--- config.mk ---
export PLATFORM = sky130hd
export DESIGN_NAME = fft_ctrl_reg_bank
export DESIGN_NICKNAME = d
export VERILOG_FILES = /design/src/rtl/fft_ctrl_pkg.sv /design/src/rtl/fft_reg_chan_hs.sv /design/src/rtl/fft_ctrl_reg_bank.sv
export SDC_FILE = /design/constraint.sdc
export NUM_CORES = 1
export LEC_CHECK = 0
export CAP_MARGIN = 20
export CORE_ASPECT_RATIO = 0.8
export CORE_UTILIZATION = 49
export CTS_CLUSTER_DIAMETER = 100
export DETAILED_ROUTE_END_ITERATION = 16
export PLACE_DENSITY_LB_ADDON = 0.05
export SLEW_MARGIN = 10
export SYNTH_ARGS = -nofsm -noshare
export SYNTH_HDL_FRONTEND = slang
export SYNTH_SLANG_ARGS = --single-unit
--- constraint.sdc ---
create_clock -name clk -period 3.9 [get_ports clk]
set_input_delay 0.78 -clock clk [delete_from_list [all_inputs] [get_ports clk]]
set_output_delay 0.78 -clock clk [all_outputs]
set_load 0.005 [all_outputs]
--- src/rtl/fft_ctrl_pkg.sv ---
// Shared widths, channel indices and handshake state encoding for the FFT control register bank.
package fft_ctrl_pkg;
    localparam int PNT_W_DEF = 3;
    localparam int CYC_W_DEF = 11;
    // Soft-reset down-counter width; covers RESET_CYCLES up to 255.
    localparam int RST_CNT_W = 8;

    localparam int NUM_CH = 4;
    localparam int CH_PNT = 0;
    localparam int CH_CYC = 1;
    localparam int CH_STA = 2;
    localparam int CH_RST = 3;

    typedef enum logic [1:0] {
        IDLE,
        ACK,
        RELEASE
    } chan_state_t;
endpackage

--- src/rtl/fft_reg_chan_hs.sv ---
// Per-channel request/acknowledge FSM: one exec strobe per request, one-cycle ready,
// and a held request never re-executes until ren and wen both drop.
module fft_reg_chan_hs
    import fft_ctrl_pkg::*;
(
    input  logic clk,
    input  logic rst_n,
    input  logic ren_i,
    input  logic wen_i,
    output logic exec_o,
    output logic ready_o
);

    chan_state_t state_q, state_d;
    logic        req;

    assign req = ren_i | wen_i;

    always_ff @(posedge clk or negedge rst_n) begin
        if (!rst_n) state_q <= IDLE;
        else        state_q <= state_d;
    end

    always_comb begin
        state_d = state_q;
        exec_o  = 1'b0;
        case (state_q)
            IDLE: begin
                if (req) begin
                    exec_o  = 1'b1;
                    state_d = ACK;
                end
            end
            ACK:     state_d = req ? RELEASE : IDLE;
            RELEASE: if (!req) state_d = IDLE;
            default: state_d = IDLE;
        endcase
    end

    // Decoded from state so an async reset drops a pending acknowledge at once.
    assign ready_o = (state_q == ACK);

endmodule

--- src/rtl/fft_ctrl_reg_bank.sv ---
// FFT control register bank: point/cycle config, start pulse, timed soft reset, busy/done status.
// Optional build macro FFT_CFG_LOCK_EN: freeze pnt_cfg/cycle_cfg writes while a run is busy.
module fft_ctrl_reg_bank
    import fft_ctrl_pkg::*;
#(
    parameter int PNT_W        = PNT_W_DEF,
    parameter int CYC_W        = CYC_W_DEF,
    parameter int DEFAULT_PNT  = 0,
    parameter int DEFAULT_CYC  = 0,
    parameter int MAX_PNT_CODE = 5,
    parameter int RESET_CYCLES = 4
) (
    input  logic             clk,
    input  logic             rst_n,
    input  logic             pnt_cfg_ren,
    input  logic             pnt_cfg_wen,
    input  logic [PNT_W-1:0] pnt_cfg_wdata,
    output logic [PNT_W-1:0] pnt_cfg_rdata,
    output logic             pnt_cfg_ready,
    input  logic             cycle_cfg_ren,
    input  logic             cycle_cfg_wen,
    input  logic [CYC_W-1:0] cycle_cfg_wdata,
    output logic [CYC_W-1:0] cycle_cfg_rdata,
    output logic             cycle_cfg_ready,
    input  logic             start_fft_ren,
    input  logic             start_fft_wen,
    input  logic             start_fft_wdata,
    output logic             start_fft_rdata,
    output logic             start_fft_ready,
    input  logic             reset_fft_ren,
    input  logic             reset_fft_wen,
    input  logic             reset_fft_wdata,
    output logic             reset_fft_rdata,
    output logic             reset_fft_ready,
    input  logic             fft_done,
    output logic [PNT_W-1:0] cfg_points,
    output logic [CYC_W-1:0] cfg_cycles,
    output logic             fft_start,
    output logic             fft_soft_rst_n,
    output logic             fft_busy,
    output logic             done_sticky
);

    localparam logic [PNT_W-1:0]     MAX_PNT  = PNT_W'(MAX_PNT_CODE);
    localparam logic [PNT_W-1:0]     RST_PNT  = PNT_W'(DEFAULT_PNT);
    localparam logic [CYC_W-1:0]     RST_CYC  = CYC_W'(DEFAULT_CYC);
    localparam logic [RST_CNT_W-1:0] RST_LOAD = RST_CNT_W'(RESET_CYCLES);

    logic [NUM_CH-1:0] ren_v, wen_v, exec_v, ready_v;

    assign ren_v = {reset_fft_ren, start_fft_ren, cycle_cfg_ren, pnt_cfg_ren};
    assign wen_v = {reset_fft_wen, start_fft_wen, cycle_cfg_wen, pnt_cfg_wen};

    fft_reg_chan_hs u_hs [NUM_CH-1:0] (
        .clk     (clk),
        .rst_n   (rst_n),
        .ren_i   (ren_v),
        .wen_i   (wen_v),
        .exec_o  (exec_v),
        .ready_o (ready_v)
    );

    assign pnt_cfg_ready   = ready_v[CH_PNT];
    assign cycle_cfg_ready = ready_v[CH_CYC];
    assign start_fft_ready = ready_v[CH_STA];
    assign reset_fft_ready = ready_v[CH_RST];

    logic [PNT_W-1:0]     pnt_q, pnt_d, pnt_rd_q;
    logic [CYC_W-1:0]     cyc_q, cyc_d, cyc_rd_q;
    logic [RST_CNT_W-1:0] cnt_q, cnt_d;
    logic                 srst_n_q, srst_n_d;
    logic                 busy_q, busy_d;
    logic                 sticky_q, sticky_d;
    logic                 start_q;
    logic                 sta_rd_q, rst_rd_q;
    logic                 cfg_lock;
    logic                 rst_wr, start_acc, done_hit;

`ifdef FFT_CFG_LOCK_EN
    assign cfg_lock = busy_q;
`else
    assign cfg_lock = 1'b0;
`endif

    // A reset write in the same cycle as a start wins; the start is dropped.
    assign rst_wr    = exec_v[CH_RST] & reset_fft_wen & reset_fft_wdata;
    assign start_acc = exec_v[CH_STA] & start_fft_wen & start_fft_wdata
                       & ~busy_q & srst_n_q & ~rst_wr;
    assign done_hit  = fft_done & busy_q & srst_n_q;

    always_comb begin
        pnt_d    = pnt_q;
        cyc_d    = cyc_q;
        cnt_d    = cnt_q;
        busy_d   = busy_q;
        sticky_d = sticky_q;

        if (exec_v[CH_PNT] && pnt_cfg_wen && !cfg_lock)
            pnt_d = (pnt_cfg_wdata > MAX_PNT) ? MAX_PNT : pnt_cfg_wdata;
        if (exec_v[CH_CYC] && cycle_cfg_wen && !cfg_lock)
            cyc_d = cycle_cfg_wdata;

        if (rst_wr)          cnt_d = RST_LOAD;
        else if (cnt_q != 0) cnt_d = cnt_q - 1'b1;

        // Start beats a same-cycle done: the new run is what the core sees.
        if (rst_wr) begin
            busy_d   = 1'b0;
            sticky_d = 1'b0;
        end else if (start_acc) begin
            busy_d   = 1'b1;
            sticky_d = 1'b0;
        end else if (done_hit) begin
            busy_d   = 1'b0;
            sticky_d = 1'b1;
        end

        srst_n_d = (cnt_d == 0);
    end

    always_ff @(posedge clk or negedge rst_n) begin
        if (!rst_n) begin
            pnt_q    <= RST_PNT;
            cyc_q    <= RST_CYC;
            cnt_q    <= '0;
            srst_n_q <= 1'b1;
            busy_q   <= 1'b0;
            sticky_q <= 1'b0;
            start_q  <= 1'b0;
        end else begin
            pnt_q    <= pnt_d;
            cyc_q    <= cyc_d;
            cnt_q    <= cnt_d;
            srst_n_q <= srst_n_d;
            busy_q   <= busy_d;
            sticky_q <= sticky_d;
            start_q  <= start_acc;
        end
    end

    // Read data captures the post-write value and holds until the next access.
    always_ff @(posedge clk or negedge rst_n) begin
        if (!rst_n) begin
            pnt_rd_q <= '0;
            cyc_rd_q <= '0;
            sta_rd_q <= 1'b0;
            rst_rd_q <= 1'b0;
        end else begin
            if (exec_v[CH_PNT]) pnt_rd_q <= pnt_d;
            if (exec_v[CH_CYC]) cyc_rd_q <= cyc_d;
            if (exec_v[CH_STA]) sta_rd_q <= busy_d;
            if (exec_v[CH_RST]) rst_rd_q <= ~srst_n_d;
        end
    end

    assign pnt_cfg_rdata   = pnt_rd_q;
    assign cycle_cfg_rdata = cyc_rd_q;
    assign start_fft_rdata = sta_rd_q;
    assign reset_fft_rdata = rst_rd_q;
    assign cfg_points      = pnt_q;
    assign cfg_cycles      = cyc_q;
    assign fft_start       = start_q;
    assign fft_soft_rst_n  = srst_n_q;
    assign fft_busy        = busy_q;
    assign done_sticky     = sticky_q;

endmodule

==> qor.csv <==
metric,value,unit
outcome,"complete, no violations",
CTS Buf Count,5,
Die Wd,75.10,um
Synth Flop Type,dfrtp_1,
mapped cell area,2095,um2
crit end category,register,
Area contributors post-synth,"dfrtp_1 59%, mux2_2 15%, nor2_1 3.9%, xnor2_1 2.5%, nor2b_1 1.5%",
post-synthesis compound-gate area fraction,2.808,%
"Req. time, crit path",4.08,ns
top cell type's share of synthesized area,58.54,%
Antenna Cells,0,
chip height,60.48,um
Worst Setup SP,cycle_cfg_wen,
"EDFF count, synth",0,
hold-fix buffers at CTS,0,
dpl cells,280,
Detailed Place HPWL,2978,um
PD cells,792.1,nW/um2
Root Buffer,clkbuf_8,
post-synthesis register bit count,50,
max cap viols,0,
WP data arrival,2.66,ns
FF-to-FF path depth,6,
"Clk Latency, worst-skew pair",0.29,ns
core area,3954,um2
grt ovf,0,
first-pass GRT wire length,6444,um
drt drc,0,
# rows,20,
Resized cells post-CTS,0,
Fin. Hold Viols,0,
Total Nets Final,261,
layout overhead on the synthesized area,36.86,%
final setup fails,0,
largest area contributor in the netlist,dfrtp_1,
worst-path maximum fanout,11,
Worst VDD drop,0.4574,mV
via count,1495,
H-tree levels,2,
"reg-to-reg slack, setup",1.91,ns
Starting Density,52.97,%
mux share of post-synthesis cell area,15.47,%
GP Congestion,0.7328,
Clock transition at path regs,0.08,ns
post-synthesis simple-gate area fraction,15.65,%
IO Pins,65,
Design Power,2.270,mW
initial antenna violation count,0,
ratio of cells with drive above 1 in the final layout,18.45,%
Post-Layout Cell Count,288,
Final Cycle Share,63.55,%
Synth Net Count,194,
slowest cell delay on critical path,0.71,ns
Slew @ Worst Pin,0.8508,ns
Yosys cell types,33,
post-synthesis xor/xnor area fraction,3.345,%
"Seq/Total Area, Yosys",59.80,%
Slew headroom,43.03,%
Final min period,2.478,ns
count of pins over their slew limit,0,
CTS tree,yes,
clk sink count,50,
largest net degree at the start of global routing,51,
leakage power,1.218,nW
RSZ-0062 raised after global routing,false,
Syn Inst Count,166,
FMAX,403.5,MHz
worst r2r src,cnt_q[0],
number of port buffers,64,
DIE AREA,4541,um2
vias per cell,5.191,
Final Core Density,72.50,%
YS warnings,0,
post-route ant nets,0,
TNS Setup,0,ns
critical path startpoint category,input port,
PnR worst setup slack,1.422,ns
combinational family with the most area after synthesis,simple AND/OR/NAND/NOR gates,
Mean Syn Cell Area,12.62,um2
"FFs w/ async S/R, synth",100.0,%
crit path cell chain,"clkdlybuf4s50_1, nor3b_2, mux2_2, mux2_2",
Clock Skew,0.003636,ns
vias in the first global route,1525,
post-DR wirelength/cell,14.15,um
Hold Path Class,in -> async,
CP max stage cell,nor3b_2,
Post-Synth Adder-Cell Area,0.5974,%
critical path endpoint,cycle_cfg_rdata[4],
Crit Reg-Reg Endpoint,fft_soft_rst_n,
Total Routing Usage GR,19.44,%
worst setup path class,in -> reg,
Routed WL,4074,um
initial DRC count,76,
Setup WS pre-CTS,1.096,ns
Bufs on Longest Clock Path,2,
Setup Buffers After CTS,0,
Worst path most repeated cell,mux2_2,
first-pass iteration count of the detailed router,4,
-- state kept, by name (all words and copies together), names as in the netlist --
name             count
pnt_cfg_rdata        3
start_fft_rdata      1
cfg_points           3
fft_busy             1
u_hs.state_q         8
cnt_q                8
fft_start            1
fft_soft_rst_n       1
reset_fft_rdata      1
cycle_cfg_rdata     11
done_sticky          1
cfg_cycles          11
-- cells by family after synthesis --
family,after synthesis
and+or+nand+nor,60
DFF,50
muxes,29
AOI/OAI and AO/OA,9
buffers and inverters,9
xor gates and xnor gates,8
adders and majority gates,1
-- power breakdown --
part	internal, mW	switching [mW]	leakage [nW]
logic	0.658	0.384	0.574
clock network	0.124	0.145	0.0383
registers	0.766	0.194	0.605
total	1.55	0.723	1.22
-- final cells by class --
cell class,count,area (um2)
Sequential cell,50,1252
Tap cell,55,68.82
Clock buffer,7,76.32
Inverter,4,15.01
Fill cell,283,1087
Multi-Input combinational cell,107,798.3
Timing Repair Buffer,65,655.6
-- worst min-delay path by stage --
stage / from / end / slack [ns] / cells past startpoint
after floorplan: rst_n / cfg_cycles[0] / 0.48 / 0
after global placement: cycle_cfg_rdata[4] / cycle_cfg_rdata[4] / 0.49 / 1
after CTS: cycle_cfg_rdata[2] / cycle_cfg_rdata[2] / 0.52 / 1
after detailed placement: cycle_cfg_rdata[6] / cycle_cfg_rdata[6] / 0.50 / 1
final: rst_n / cnt_q[5] / 0.41 / 1
after global routing: rst_n / cnt_q[5] / 0.41 / 1
-- metal layers --
| metal | vias up | routed length (um) | track usage, % |
|---|---|---|---|
| met5 | - | 0 | 0 |
| met4 | 0 | 48 | 7.278 |
| met3 | 7 | 350 | 7.143 |
| met2 | 65 | 1856 | 32.82 |
| met1 | 716 | 1818 | 23.03 |
| li1 | 707 | - | - |
-- synth_stat cells, types with 2 or more instances --
library cell,instances
mux2_2,27
nand2_2,2
and3_1,3
nand3_1,2
xnor2_1,6
buf_2,3
inv_1,4
o21ai_0,2
nor2b_1,5
nand2_1,7
mux2i_1,2
nand4b_1,2
nor2_1,22
nor4b_1,2
nor3b_1,3
nor3_1,4
a21oi_1,4
xor2_1,2
and3_2,2
dfrtp_1,49
-- cell usage in the layout (no fill, tap or decap) --
cell type,Yosys,final
clkbuf_1,0,2
buf_2,3,1
nor3b_1,3,2
inv_1,4,4
mux2_2,27,27
nor3b_2,0,1
nand3b_1,1,1
nand4b_1,2,2
o21ai_0,2,2
o211ai_2,1,1
nor4b_1,2,2
nand2_2,2,2
nand4_1,1,1
mux2i_1,2,2
dfrtp_1,49,49
a21oi_1,4,4
xnor2_1,6,6
clkbuf_8,0,5
or3_1,1,1
nor3_1,4,4
ha_1,1,1
a211oi_1,1,1
or2_2,1,1
nor4_1,1,1
nand2_1,7,7
nand3_1,2,2
nor2b_1,5,5
and3_1,3,3
buf_12,0,1
and3_2,2,2
nor2_1,22,22
clkdlybuf4s50_1,0,63
a41oi_1,1,1
dfstp_2,1,1
nor4_4,1,1
xor2_1,2,2
-- through the flow --
stage                     area (um2)  hold slack (ns)
after floorplan                 2095           0.4844
after global placement          2770           0.4890
after detailed placement        2770           0.4971
after CTS                       2846           0.5163
after global routing            2867           0.4129
final                           2867           0.4096
-- worst max-delay path: cells and delay by family --
family | cells | cell delay, ns
buffers and inverters | 1 | 0.48
muxes | 2 | 0.69
and+or+nand+nor | 1 | 0.71
Note: power is estimated with default switching activity, not from simulation.
